`config.mk`:
```
export PLATFORM = sky130hd
export DESIGN_NAME = div_unit_seq
export DESIGN_NICKNAME = d
export VERILOG_FILES = /design/src/rtl/div_defs.sv /design/src/rtl/ripple_carry_adder_Nb.sv /design/src/rtl/div_unit_seq.sv
export SDC_FILE = /design/constraint.sdc
export NUM_CORES = 1
export LEC_CHECK = 0
export BUFFER_PORTS_ARGS = -buffer_cell sky130_fd_sc_hd__clkbuf_2
export CAP_MARGIN = 20
export CORE_ASPECT_RATIO = 1.4
export CORE_UTILIZATION = 65
export DETAILED_ROUTE_END_ITERATION = 12
export GPL_TIMING_DRIVEN = 0
export PLACE_DENSITY = 0.86
export SYNTH_ARGS = -nofsm -noshare
export SYNTH_HDL_FRONTEND = slang
export SYNTH_SLANG_ARGS = --single-unit
```
`constraint.sdc`:
```
create_clock -name clk -period 32.2 [get_ports clk]
set_clock_uncertainty 0.05 [all_clocks]
set_input_delay 4.83 -clock clk [delete_from_list [all_inputs] [get_ports clk]]
set_output_delay 4.83 -clock clk [all_outputs]
set_load 0.01 [all_outputs]
```
`src/rtl/div_defs.sv`:
```
// Shared definitions for the sequential divider: op encodings, FSM states
// and small op-decoding helpers.
package div_defs;

    // RV32M divide/remainder op encodings on req_op.
    localparam logic [1:0] OP_DIV  = 2'b00;
    localparam logic [1:0] OP_DIVU = 2'b01;
    localparam logic [1:0] OP_REM  = 2'b10;
    localparam logic [1:0] OP_REMU = 2'b11;

    localparam int STATE_W = 3;

    typedef enum logic [STATE_W-1:0] {
        S_IDLE  = 3'd0,
        S_ABS_A = 3'd1,
        S_ABS_B = 3'd2,
        S_CALC  = 3'd3,
        S_FIXUP = 3'd4,
        S_DONE  = 3'd5
    } state_e;

    // DIV and REM treat their operands as two's-complement numbers.
    function automatic logic op_is_signed(input logic [1:0] op);
        return op inside {OP_DIV, OP_REM};
    endfunction

    // REM/REMU return the remainder, DIV/DIVU the quotient.
    function automatic logic op_is_rem(input logic [1:0] op);
        return !(op inside {OP_DIV, OP_DIVU});
    endfunction

endpackage

```
`src/rtl/ripple_carry_adder_Nb.sv`:
```
// N-bit ripple-carry adder. inv_b_i turns it into a subtractor (a - b via
// a + ~b + 1); ci_i is an extra carry-in for plain addition.
module ripple_carry_adder_Nb #(
    parameter int N = 33
) (
    input  logic [N-1:0] a_i,
    input  logic [N-1:0] b_i,
    input  logic         inv_b_i,
    input  logic         ci_i,
    output logic [N-1:0] sum_o,
    output logic         co_o
);

    logic carry;
    logic b_bit;

    // Bit-serial carry chain, LSB first.
    always_comb begin
        // NOTE: blocking assignments are intended here; the carry must ripple
        // through the loop within a single evaluation.
        carry = ci_i | inv_b_i;
        b_bit = 1'b0;
        sum_o = '0;
        for (int i = 0; i < N; i++) begin
            b_bit    = b_i[i] ^ inv_b_i;
            sum_o[i] = a_i[i] ^ b_bit ^ carry;
            carry    = (a_i[i] & b_bit) | (carry & (a_i[i] ^ b_bit));
        end
        co_o = carry;
    end

endmodule

```
`src/rtl/div_unit_seq.sv`:
```
// Iterative radix-2 restoring divider for RV32M DIV/DIVU/REM/REMU.
// A single N+1 bit adder is time-shared for operand abs, the trial
// subtraction in each CALC step and the final sign fix-up.
module div_unit_seq
    import div_defs::*;
#(
    parameter int N     = 32,
    parameter int CNT_W = 6
) (
    input  logic         clk,
    input  logic         rstn,
    input  logic         flush,
    input  logic         req_valid,
    output logic         req_ready,
    input  logic [1:0]   req_op,
    input  logic [N-1:0] req_a,
    input  logic [N-1:0] req_b,
    output logic         resp_valid,
    input  logic         resp_ready,
    output logic [N-1:0] resp_data,
    output logic         busy
);

    state_e           state_q, state_d;
    logic [1:0]       op_q;
    logic [N-1:0]     a_q, b_q;
    logic             a_sign_q, b_sign_q;
    logic [N-1:0]     q_q;       // holds |a| after ABS_A, then the quotient
    logic [N-1:0]     rem_q;
    logic [N-1:0]     ub_q;      // |b|
    logic [CNT_W-1:0] cnt_q;
    logic [N-1:0]     resp_data_q;

    logic             accept;
    logic             req_special;
    logic [N-1:0]     special_data;
    logic [N:0]       add_a, add_b, add_sum;
    logic             add_inv, add_co;
    logic             fix_neg;
    logic [N-1:0]     fix_sel;
    logic             unused_sum_msb;

    assign req_ready  = (state_q == S_IDLE) && !flush;
    assign resp_valid = (state_q == S_DONE);
    assign busy       = (state_q != S_IDLE);
    assign resp_data  = resp_data_q;
    assign accept     = req_valid && req_ready;

    // Divide-by-zero and signed overflow bypass the iteration entirely.
    always_comb begin
        // NOTE: every output of a combinational block gets a default first so
        // no path leaves it unassigned (which would infer a latch).
        req_special  = 1'b0;
        special_data = '0;
        if (req_b == '0) begin
            req_special  = 1'b1;
            special_data = op_is_rem(req_op) ? req_a : '1;
        end else if (op_is_signed(req_op) && req_a == {1'b1, {(N-1){1'b0}}}
                     && req_b == '1) begin
            req_special  = 1'b1;
            special_data = op_is_rem(req_op) ? '0 : req_a;
        end
    end

    // Fix-up selects the requested result and whether it needs negating.
    assign fix_sel = op_is_rem(op_q) ? rem_q : q_q;
    assign fix_neg = op_is_rem(op_q) ? a_sign_q : (a_sign_q ^ b_sign_q);

    // Adder operand mux: all uses are subtractions on zero-extended operands.
    always_comb begin
        add_a   = '0;
        add_b   = '0;
        add_inv = 1'b0;
        case (state_q)
            S_ABS_A: begin
                add_b   = {1'b0, a_q};
                add_inv = 1'b1;
            end
            S_ABS_B: begin
                add_b   = {1'b0, b_q};
                add_inv = 1'b1;
            end
            S_CALC: begin
                add_a   = {rem_q, q_q[N-1]};
                add_b   = {1'b0, ub_q};
                add_inv = 1'b1;
            end
            S_FIXUP: begin
                add_b   = {1'b0, fix_sel};
                add_inv = 1'b1;
            end
            default: ;
        endcase
    end

    ripple_carry_adder_Nb #(.N(N + 1)) u_adder (
        .a_i     (add_a),
        .b_i     (add_b),
        .inv_b_i (add_inv),
        .ci_i    (1'b0),
        .sum_o   (add_sum),
        .co_o    (add_co)
    );

    // Bit N of the sum is never needed; only the carry-out matters there.
    assign unused_sum_msb = add_sum[N];

    // Next-state logic; flush overrides everything outside IDLE.
    always_comb begin
        state_d = state_q;
        case (state_q)
            S_IDLE:  if (accept) state_d = req_special ? S_DONE : S_ABS_A;
            S_ABS_A: state_d = S_ABS_B;
            S_ABS_B: state_d = S_CALC;
            S_CALC:  if (cnt_q == '0) state_d = S_FIXUP;
            S_FIXUP: state_d = S_DONE;
            S_DONE:  if (resp_ready) state_d = S_IDLE;
            default: state_d = S_IDLE;
        endcase
        if (flush && state_q != S_IDLE) state_d = S_IDLE;
    end

    // State register.
    always_ff @(posedge clk or negedge rstn) begin
        if (!rstn) state_q <= S_IDLE;
        else       state_q <= state_d;
    end

    // Datapath registers; a flush freezes them, keeping resp_data unchanged.
    always_ff @(posedge clk or negedge rstn) begin
        // NOTE: datapath registers are reset too, so a mid-op reset leaves no
        // stale operands or results visible on resp_data.
        if (!rstn) begin
            op_q        <= '0;
            a_q         <= '0;
            b_q         <= '0;
            a_sign_q    <= 1'b0;
            b_sign_q    <= 1'b0;
            q_q         <= '0;
            rem_q       <= '0;
            ub_q        <= '0;
            cnt_q       <= '0;
            resp_data_q <= '0;
        end else if (!flush) begin
            case (state_q)
                S_IDLE: if (accept) begin
                    op_q     <= req_op;
                    a_q      <= req_a;
                    b_q      <= req_b;
                    a_sign_q <= op_is_signed(req_op) & req_a[N-1];
                    b_sign_q <= op_is_signed(req_op) & req_b[N-1];
                    if (req_special) resp_data_q <= special_data;
                end
                S_ABS_A: q_q <= a_sign_q ? add_sum[N-1:0] : a_q;
                S_ABS_B: begin
                    ub_q  <= b_sign_q ? add_sum[N-1:0] : b_q;
                    rem_q <= '0;
                    cnt_q <= CNT_W'(N - 1);
                end
                S_CALC: begin
                    if (add_co) begin
                        rem_q <= add_sum[N-1:0];
                        q_q   <= {q_q[N-2:0], 1'b1};
                    end else begin
                        rem_q <= {rem_q[N-2:0], q_q[N-1]};
                        q_q   <= {q_q[N-2:0], 1'b0};
                    end
                    cnt_q <= cnt_q - CNT_W'(1);
                end
                S_FIXUP: resp_data_q <= fix_neg ? add_sum[N-1:0] : fix_sel;
                default: ;
            endcase
        end
    end

endmodule

```
==> impl_metrics.py, run 1 <==
metrics = {
    "grt": {
        "top_usage_layer": "met2",
        "met2_usage_pct": 73.6,
        "grt_util_met3_pct": 12.1,
        "grt_max_degree": 113,
        "grtUsageMet1_pct": 53.9,
        "track_usage_pct": 46.4,
        "grt_overflow": 0,
        "grt_pass1_wl_um": 66300,
        "grt_pass1_vias": 11500,
        "antenna_found_initial": 0,
    },
    "worst_hold_path": {
        "holdCritPathClass": "reg2reg",
        "min_to": "resp_data[14]",
        "hold_start": "resp_data[14]",
        "hold_depth": 1,
    },
    "final_layout": {
        "drive_above_1_share_pct": 19.6,
        "syn2layout_area_growth_pct": 12.5,
        "antenna_cells": 0,
        "seq_area_mm2": 0.00510,
        "fillers": 1319,
        "nNetsFinal": 1453,
        "multi_input_area_mm2": 0.00667,
    },
    "clock_tree": {
        "clk_pin_slew_ns": 0.06,
        "cts_buffer_depth": 3,
        "hold_buffers": 0,
        "clk_latency_ns": 0.52,
        "cts-root-buf": "clkbuf_16",
        "cts_sinks": 204,
        "post_cts_buffers": 0,
        "cts_resized": 0,
        "tritoncts": "built",
        "cts-buffers-inserted": 21,
        "cts-htree-levels": 1,
    },
    "critical_path": {
        "crit_arrival_ns": 18.76,
        "cp.buffers_inverters": 7,
        "worst-r2r-cell-count": 43,
        "critPathKind": "reg2reg",
        "critical_path_peak_fanout": 10,
        "max_stage_delay_ns": 0.72,
        "crit_path_frequent_cell": "fa_1",
        "r2r_start": "state_q[1]",
        "worst_path_max_delay_cell": "buf_1",
        "crit_family": "adder cells",
        "rrSetupSlack_ns": 13.77,
        "r2r-end": "rem_q[22]",
        "cp.required_ns": 32.53,
        "end_kind": "flip-flop",
        "startpoint_type": "flip-flop",
    },
    "floorplanning": {
        "std_cell_rows": 58,
        "dieArea_mm2": 0.0193,
        "die_h_um": 164,
        "die_x_um": 118,
        "core_area_mm2": 0.0181,
        "io_pins": 106,
        "initial_utilization_pct": 67.3,
    },
    "sta": {
        "tightestPinTransition_ns": 1.32,
        "setup_viol": 0,
        "clock.fmax_ghz": 0.0543,
        "rsz0062_at_grt": "no",
        "tns_ns": 0,
        "final_max_slew_viol_count": 0,
        "maxSlewHeadroom_pct": 11.7,
        "hold_viol_final": 0,
        "layout_min_cycle_time_ns": 18.43,
        "post-route-period-util_pct": 57.2,
    },
    "logic_synthesis": {
        "synth_seq_area_share_pct": 41.8,
        "netlist_instances": 1220,
        "synth_seq_cells": 204,
        "synth_cell_types": 51,
        "ys_top_cells_by_area": "dfrtp_1 42%, mux2i_1 9.8%, mux2_2 9.1%",
        "synth_area_mm2": 0.0122,
        "synth_area_per_cell_um2": 10.0,
        "synth_top_area_share_pct": 41.8,
        "ys_warn_count": 0,
        "yosysTopAreaCell": "dfrtp_1",
        "syn_nets": 1325,
    },
    "route": {
        "firstDrtPassIters": 7,
        "avgViaCountPerCell": 7.05,
        "vias": 11300,
        "antenna_left": 0,
        "drc": 0,
        "wl_per_cell_um": 27.4,
        "first_iter_violations": 1635,
        "routed_wl_um": 43900,
    },
    "power_and_ir_drop": {
        "switchingPower_mw": 0.557,
        "pwr-share-comb_pct": 48.2,
        "power_density_mw_per_mm2": 93.8,
        "ir_drop_v": 0.0000612,
        "switching_share_pct": 43.3,
        "power.leakage_nw": 6.31,
        "pwr-share-seq_pct": 32.8,
        "internal-power_mw": 0.731,
        "power.total_mw": 1.29,
        "pwr-share-clk_pct": 19.0,
    },
    "place": {
        "io_buffers": 104,
        "dp_hpwl_um": 30200,
        "gp_congestion": 1.01,
    },
    "outcome": {
        "status": "finished, final reports clean",
    },
    "run": {
        "max_cap_viol_count": 0,
    },
}
final cells by class:
class | instances | share of cell area [%]
clock inverter | 6 | 0.428
buffer | 94 | 2.86
tap | 240 | 2.19
timing repair buffer | 105 | 4.05
inverter | 14 | 0.383
clock buffer | 31 | 4.39
sequential | 204 | 37.2
multi-input combinational | 908 | 48.5
power by group through the flow:
stage / clock network (mW) / registers (mW) / logic (mW)
2_1_floorplan: 0 / 0.392 / 0.431
3_3_place_gp: 0 / 0.415 / 0.573
3_5_place_dp: 0 / 0.419 / 0.591
4_1_cts: 0.241 / 0.417 / 0.598
5_1_grt: 0.251 / 0.429 / 0.659
6_report: 0.244 / 0.423 / 0.621
per-stage QoR:
stage                     area (µm²)  setup WS (ns)  hold WS, ns  utilization (%)  cells
final                          13700          13.77        0.442             75.7   1602
after global routing           13700          13.49        0.458             75.7   1602
after CTS                      13700          13.94        0.446             75.7   1602
after detailed placement       13100          14.01        0.432             72.1   1565
after global placement         13000          14.17        0.423             71.8   1564
after floorplan                12200          16.03        0.413                -   1220
logic make-up after synthesis:
family,count (synthesis),share of synthesized area [%]
buffers and inverters,108,3.65
AOI/OAI and AO/OA,305,14.5
and+or+nand+nor,317,12.4
DFF,204,41.8
adders and majority gates,34,5.39
muxes,247,21.8
xor gates and xnor gates,5,0.420
cells in the final DEF (no fill, tap or decap), types with 16 or more instances in the layout:
| master | synthesis | final |
|---|---|---|
| dfrtp_1 | 204 | 204 |
| mux2_1 | 20 | 20 |
| and2_1 | 30 | 30 |
| clkbuf_16 | 0 | 21 |
| a221oi_1 | 28 | 28 |
| clkbuf_2 | 0 | 103 |
| mux2_2 | 99 | 99 |
| o21ai_0 | 99 | 99 |
| fa_1 | 31 | 31 |
| nand2_1 | 93 | 93 |
| o22ai_1 | 17 | 17 |
| a21oi_1 | 114 | 114 |
| mux2i_1 | 119 | 119 |
| nor2_1 | 82 | 82 |
| clkbuf_1 | 68 | 74 |
| o21bai_1 | 16 | 16 |
| nand3_1 | 36 | 36 |
| nand2b_1 | 33 | 33 |
how the worst max path moves through the flow:
stage	startpoint	to	cells after the start
floorplan	state_q[1]	rem_q[23]	43
global placement	state_q[1]	rem_q[23]	43
detailed placement	state_q[1]	rem_q[22]	43
CTS	state_q[1]	rem_q[22]	43
global route	state_q[0]	rem_q[21]	45
finish	state_q[1]	rem_q[22]	43
registers in the layout (all words and copies together) (netlist names), 3 cells and up:
| signal | flops |
|---|---|
| a_q | 32 |
| b_q | 32 |
| q_q | 32 |
| rem_q | 32 |
| resp_data | 32 |
| ub_q | 32 |
| cnt_q | 6 |
| state_q | 3 |
worst reg2reg max path: cells and delay by family (launching register included):
kind	cells	cell delay [ns]
buf+inv	7	2.68
simple gates	1	0.43
compound gates	3	0.48
flops	1	0.38
mux	1	0.30
fa+ha+maj	31	13.98
cell usage after synthesis (all sizes together):
cell type / number
xnor2: 4
nor2b: 1
nand2: 93
inv: 13
mux2: 128
a21oi: 115
fa: 31
o22a: 1
nor2: 82
o21ai: 100
nor3: 11
nand3: 36
o31ai: 2
nand4: 10
a211oi: 2
dfrtp: 204
nor3b: 2
o221ai: 1
xor2: 1
o21bai: 16
nor4: 15
o21a: 2
a211o: 1
a221oi: 28
a22o: 2
a21boi: 1
or4: 1
and3: 1
a2bb2oi: 1
mux2i: 119
ha: 3
nand2b: 33
clkinv: 1
and2: 30
a22oi: 3
a31oi: 10
nor4b: 2
o211ai: 2
o22ai: 17
buf: 26
clkbuf: 68
o311ai: 1
per-layer routing:
layer | share of wire, % | wire (µm)
met2 | 46 | 20000
met1 | 34 | 14800
met4 | 8.9 | 3910
met5 | 0 | 0
met3 | 12 | 5210
Power figures use the tool's default switching activity.
==> inputs of run 2 (changes only) <==
--- a/config.mk
+++ b/config.mk
@@ -8,10 +8,10 @@
 export BUFFER_PORTS_ARGS = -buffer_cell sky130_fd_sc_hd__clkbuf_2
 export CAP_MARGIN = 20
 export CORE_ASPECT_RATIO = 1.4
-export CORE_UTILIZATION = 65
+export CORE_UTILIZATION = 55
 export DETAILED_ROUTE_END_ITERATION = 12
 export GPL_TIMING_DRIVEN = 0
-export PLACE_DENSITY = 0.86
+export PLACE_DENSITY = 0.77
 export SYNTH_ARGS = -nofsm -noshare
 export SYNTH_HDL_FRONTEND = slang
 export SYNTH_SLANG_ARGS = --single-unit
==> constraint.sdc (replaced) <==
create_clock -name clk -period 16.3 [get_ports clk]
set_clock_uncertainty 0.05 [all_clocks]
set_input_delay 2.445 -clock clk [delete_from_list [all_inputs] [get_ports clk]]
set_output_delay 2.445 -clock clk [all_outputs]
set_load 0.01 [all_outputs]
==> run 2 against run 1 <==
  * Utilization fell by 11 points
  * Combinational power rose by 100%
  * Critical path type unchanged
  * Clock power rose by 130%
  * First-iteration DRC count fell by 15%
==> impl_metrics.py, run 2 (synthesized netlist as in run 1, its figures left out) <==
metrics = {
    "outcome": {
        "status": "finished, final reports clean",
    },
    "critical_path": {
        "r2r_start": "op_q[1]",
        "critPathKind": "reg2reg",
        "cp.required_ns": 16.63,
        "setup.worst_path.start": "op_q[1]",
        "startpoint_type": "flip-flop",
        "rrSetupSlack_ns": 0.36,
        "max_stage_delay_ns": 0.49,
        "crit_arrival_ns": 16.28,
        "end_kind": "flip-flop",
        "crit_path_frequent_cell": "fa_1",
        "critical_path_peak_fanout": 10,
        "worst_path_max_delay_cell": "fa_1",
    },
    "sta": {
        "fin_ws_ns": 0.356,
        "maxSlewHeadroom_pct": 16.4,
        "setup_viol": 0,
        "post-route-period-util_pct": 97.8,
        "rsz0062_at_grt": "no",
        "layout_min_cycle_time_ns": 15.94,
        "final_max_slew_viol_count": 0,
        "tightestPinTransition_ns": 1.25,
        "hold_viol_final": 0,
        "clock.fmax_ghz": 0.0627,
    },
    "final_layout": {
        "layout_common_cells": "204 x dfrtp_1, 119 x mux2i_1, 114 x a21oi_1",
        "fin_area_mm2": 0.0142,
        "nNetsFinal": 1459,
        "syn2layout_area_growth_pct": 16.0,
        "fillers": 1799,
        "antenna_cells": 0,
        "final_common_cell": "dfrtp_1",
        "final_cells": 1667,
        "final_core_utilization_pct": 65.0,
        "drive_above_1_share_pct": 22.6,
    },
    "clock_tree": {
        "tritoncts": "built",
        "cts-root-buf": "clkbuf_16",
        "cts_buffer_depth": 3,
        "cts-htree-levels": 1,
        "clk_latency_ns": 0.53,
        "cts-buffers-inserted": 22,
        "cts_sinks": 204,
        "clk_pin_slew_ns": 0.06,
    },
    "worst_hold_path": {
        "holdCritPathClass": "reg2reg",
        "hold_start": "resp_data[14]",
    },
    "floorplanning": {
        "dieArea_mm2": 0.0228,
        "core_area_mm2": 0.0218,
        "initial_utilization_pct": 56.1,
        "std_cell_rows": 64,
        "die_h_um": 178,
        "io_pins": 106,
        "die_x_um": 128,
    },
    "grt": {
        "grt_pass1_wl_um": 64600,
        "grt_pass1_vias": 11100,
        "track_usage_pct": 38.5,
        "antenna_found_initial": 0,
        "grt_overflow": 0,
        "grt_max_degree": 102,
    },
    "route": {
        "firstDrtPassIters": 6,
        "vias": 11100,
        "antenna_left": 0,
        "routed_wl_um": 42800,
        "avgViaCountPerCell": 6.66,
        "first_iter_violations": 1397,
        "wl_per_cell_um": 25.7,
        "drc": 0,
    },
    "place": {
        "dp_hpwl_um": 29600,
        "place_area_mm2": 0.0132,
        "gp_congestion": 0.994,
        "post-place-ws_ns": -1.83,
        "placed_cells": 1623,
        "io_buffers": 104,
    },
    "run": {
        "max_cap_viol_count": 0,
    },
    "power_and_ir_drop": {
        "power.leakage_nw": 6.44,
        "power.total_mw": 2.62,
        "power_density_mw_per_mm2": 185,
        "ir_drop_v": 0.000109,
    },
}
[run 2: worst max-delay path: cells and delay by family (launching register included)]
family,cells,cell delay [ns]
adder cells (fa/ha/maj),31,13.25
buffers and inverters,6,1.27
multiplexers,2,0.44
AO/OA/AOI/OAI,3,0.43
flip-flops,1,0.32
[run 2: path summary, 6_finish.rpt]
| path | end | depth (start not counted) |
|---|---|---|
| setup / recovery | rem_q[22] | 42 |
| hold / removal | resp_data[14] | 1 |
| setup reg to reg | rem_q[22] | 42 |
| hold reg to reg | resp_data[14] | 1 |
| max in group asynchronous | rem_q[4] | 3 |
| min in group asynchronous | resp_data[18] | 1 |
[run 2: stage by stage]
step | hold WS (ns) | setup TNS, ns
detailed placement | 0.430 | -61.26
global placement | 0.424 | -61.53
finish | 0.438 | 0
global route | 0.457 | 0
floorplan | 0.413 | 0
CTS | 0.444 | 0
[run 2: repair_timing]
action / in CTS / in global routing
hold buffers: 0 / 0
setup endpoints to repair: 45 / 38
pin swaps: 2 / 0
resized for setup: 48 / 15
buffers inserted: 4 / 0
[run 2: per-layer routing]
metal | GRT usage [%] | wire length, µm | vias up
met3 | 8.82 | 4660 | 231
met5 | 0 | 0 | -
met2 | 60.6 | 19500 | 796
met1 | 46.4 | 15200 | 5421
met4 | 28.3 | 3440 | 0
li1 | - | - | 4660
[run 2: cell type report]
type | count | area (µm²) | share of cell area (%)
plain buffers | 93 | 500 | 3.53
clock buffers | 29 | 638 | 4.51
clock inverters | 11 | 146 | 1.03
inverters | 14 | 56.3 | 0.398
multi-input cells | 908 | 6720 | 47.4
flip-flops and latches | 204 | 5100 | 36.0
well taps | 297 | 372 | 2.62
repair buffers | 111 | 626 | 4.42
[run 2: power by group]
part / internal [mW] / switching (mW) / total, mW
Clock: 0.325 / 0.226 / 0.551
Combinational: 0.512 / 0.726 / 1.24
Sequential: 0.681 / 0.151 / 0.832
Total: 1.52 / 1.10 / 2.62
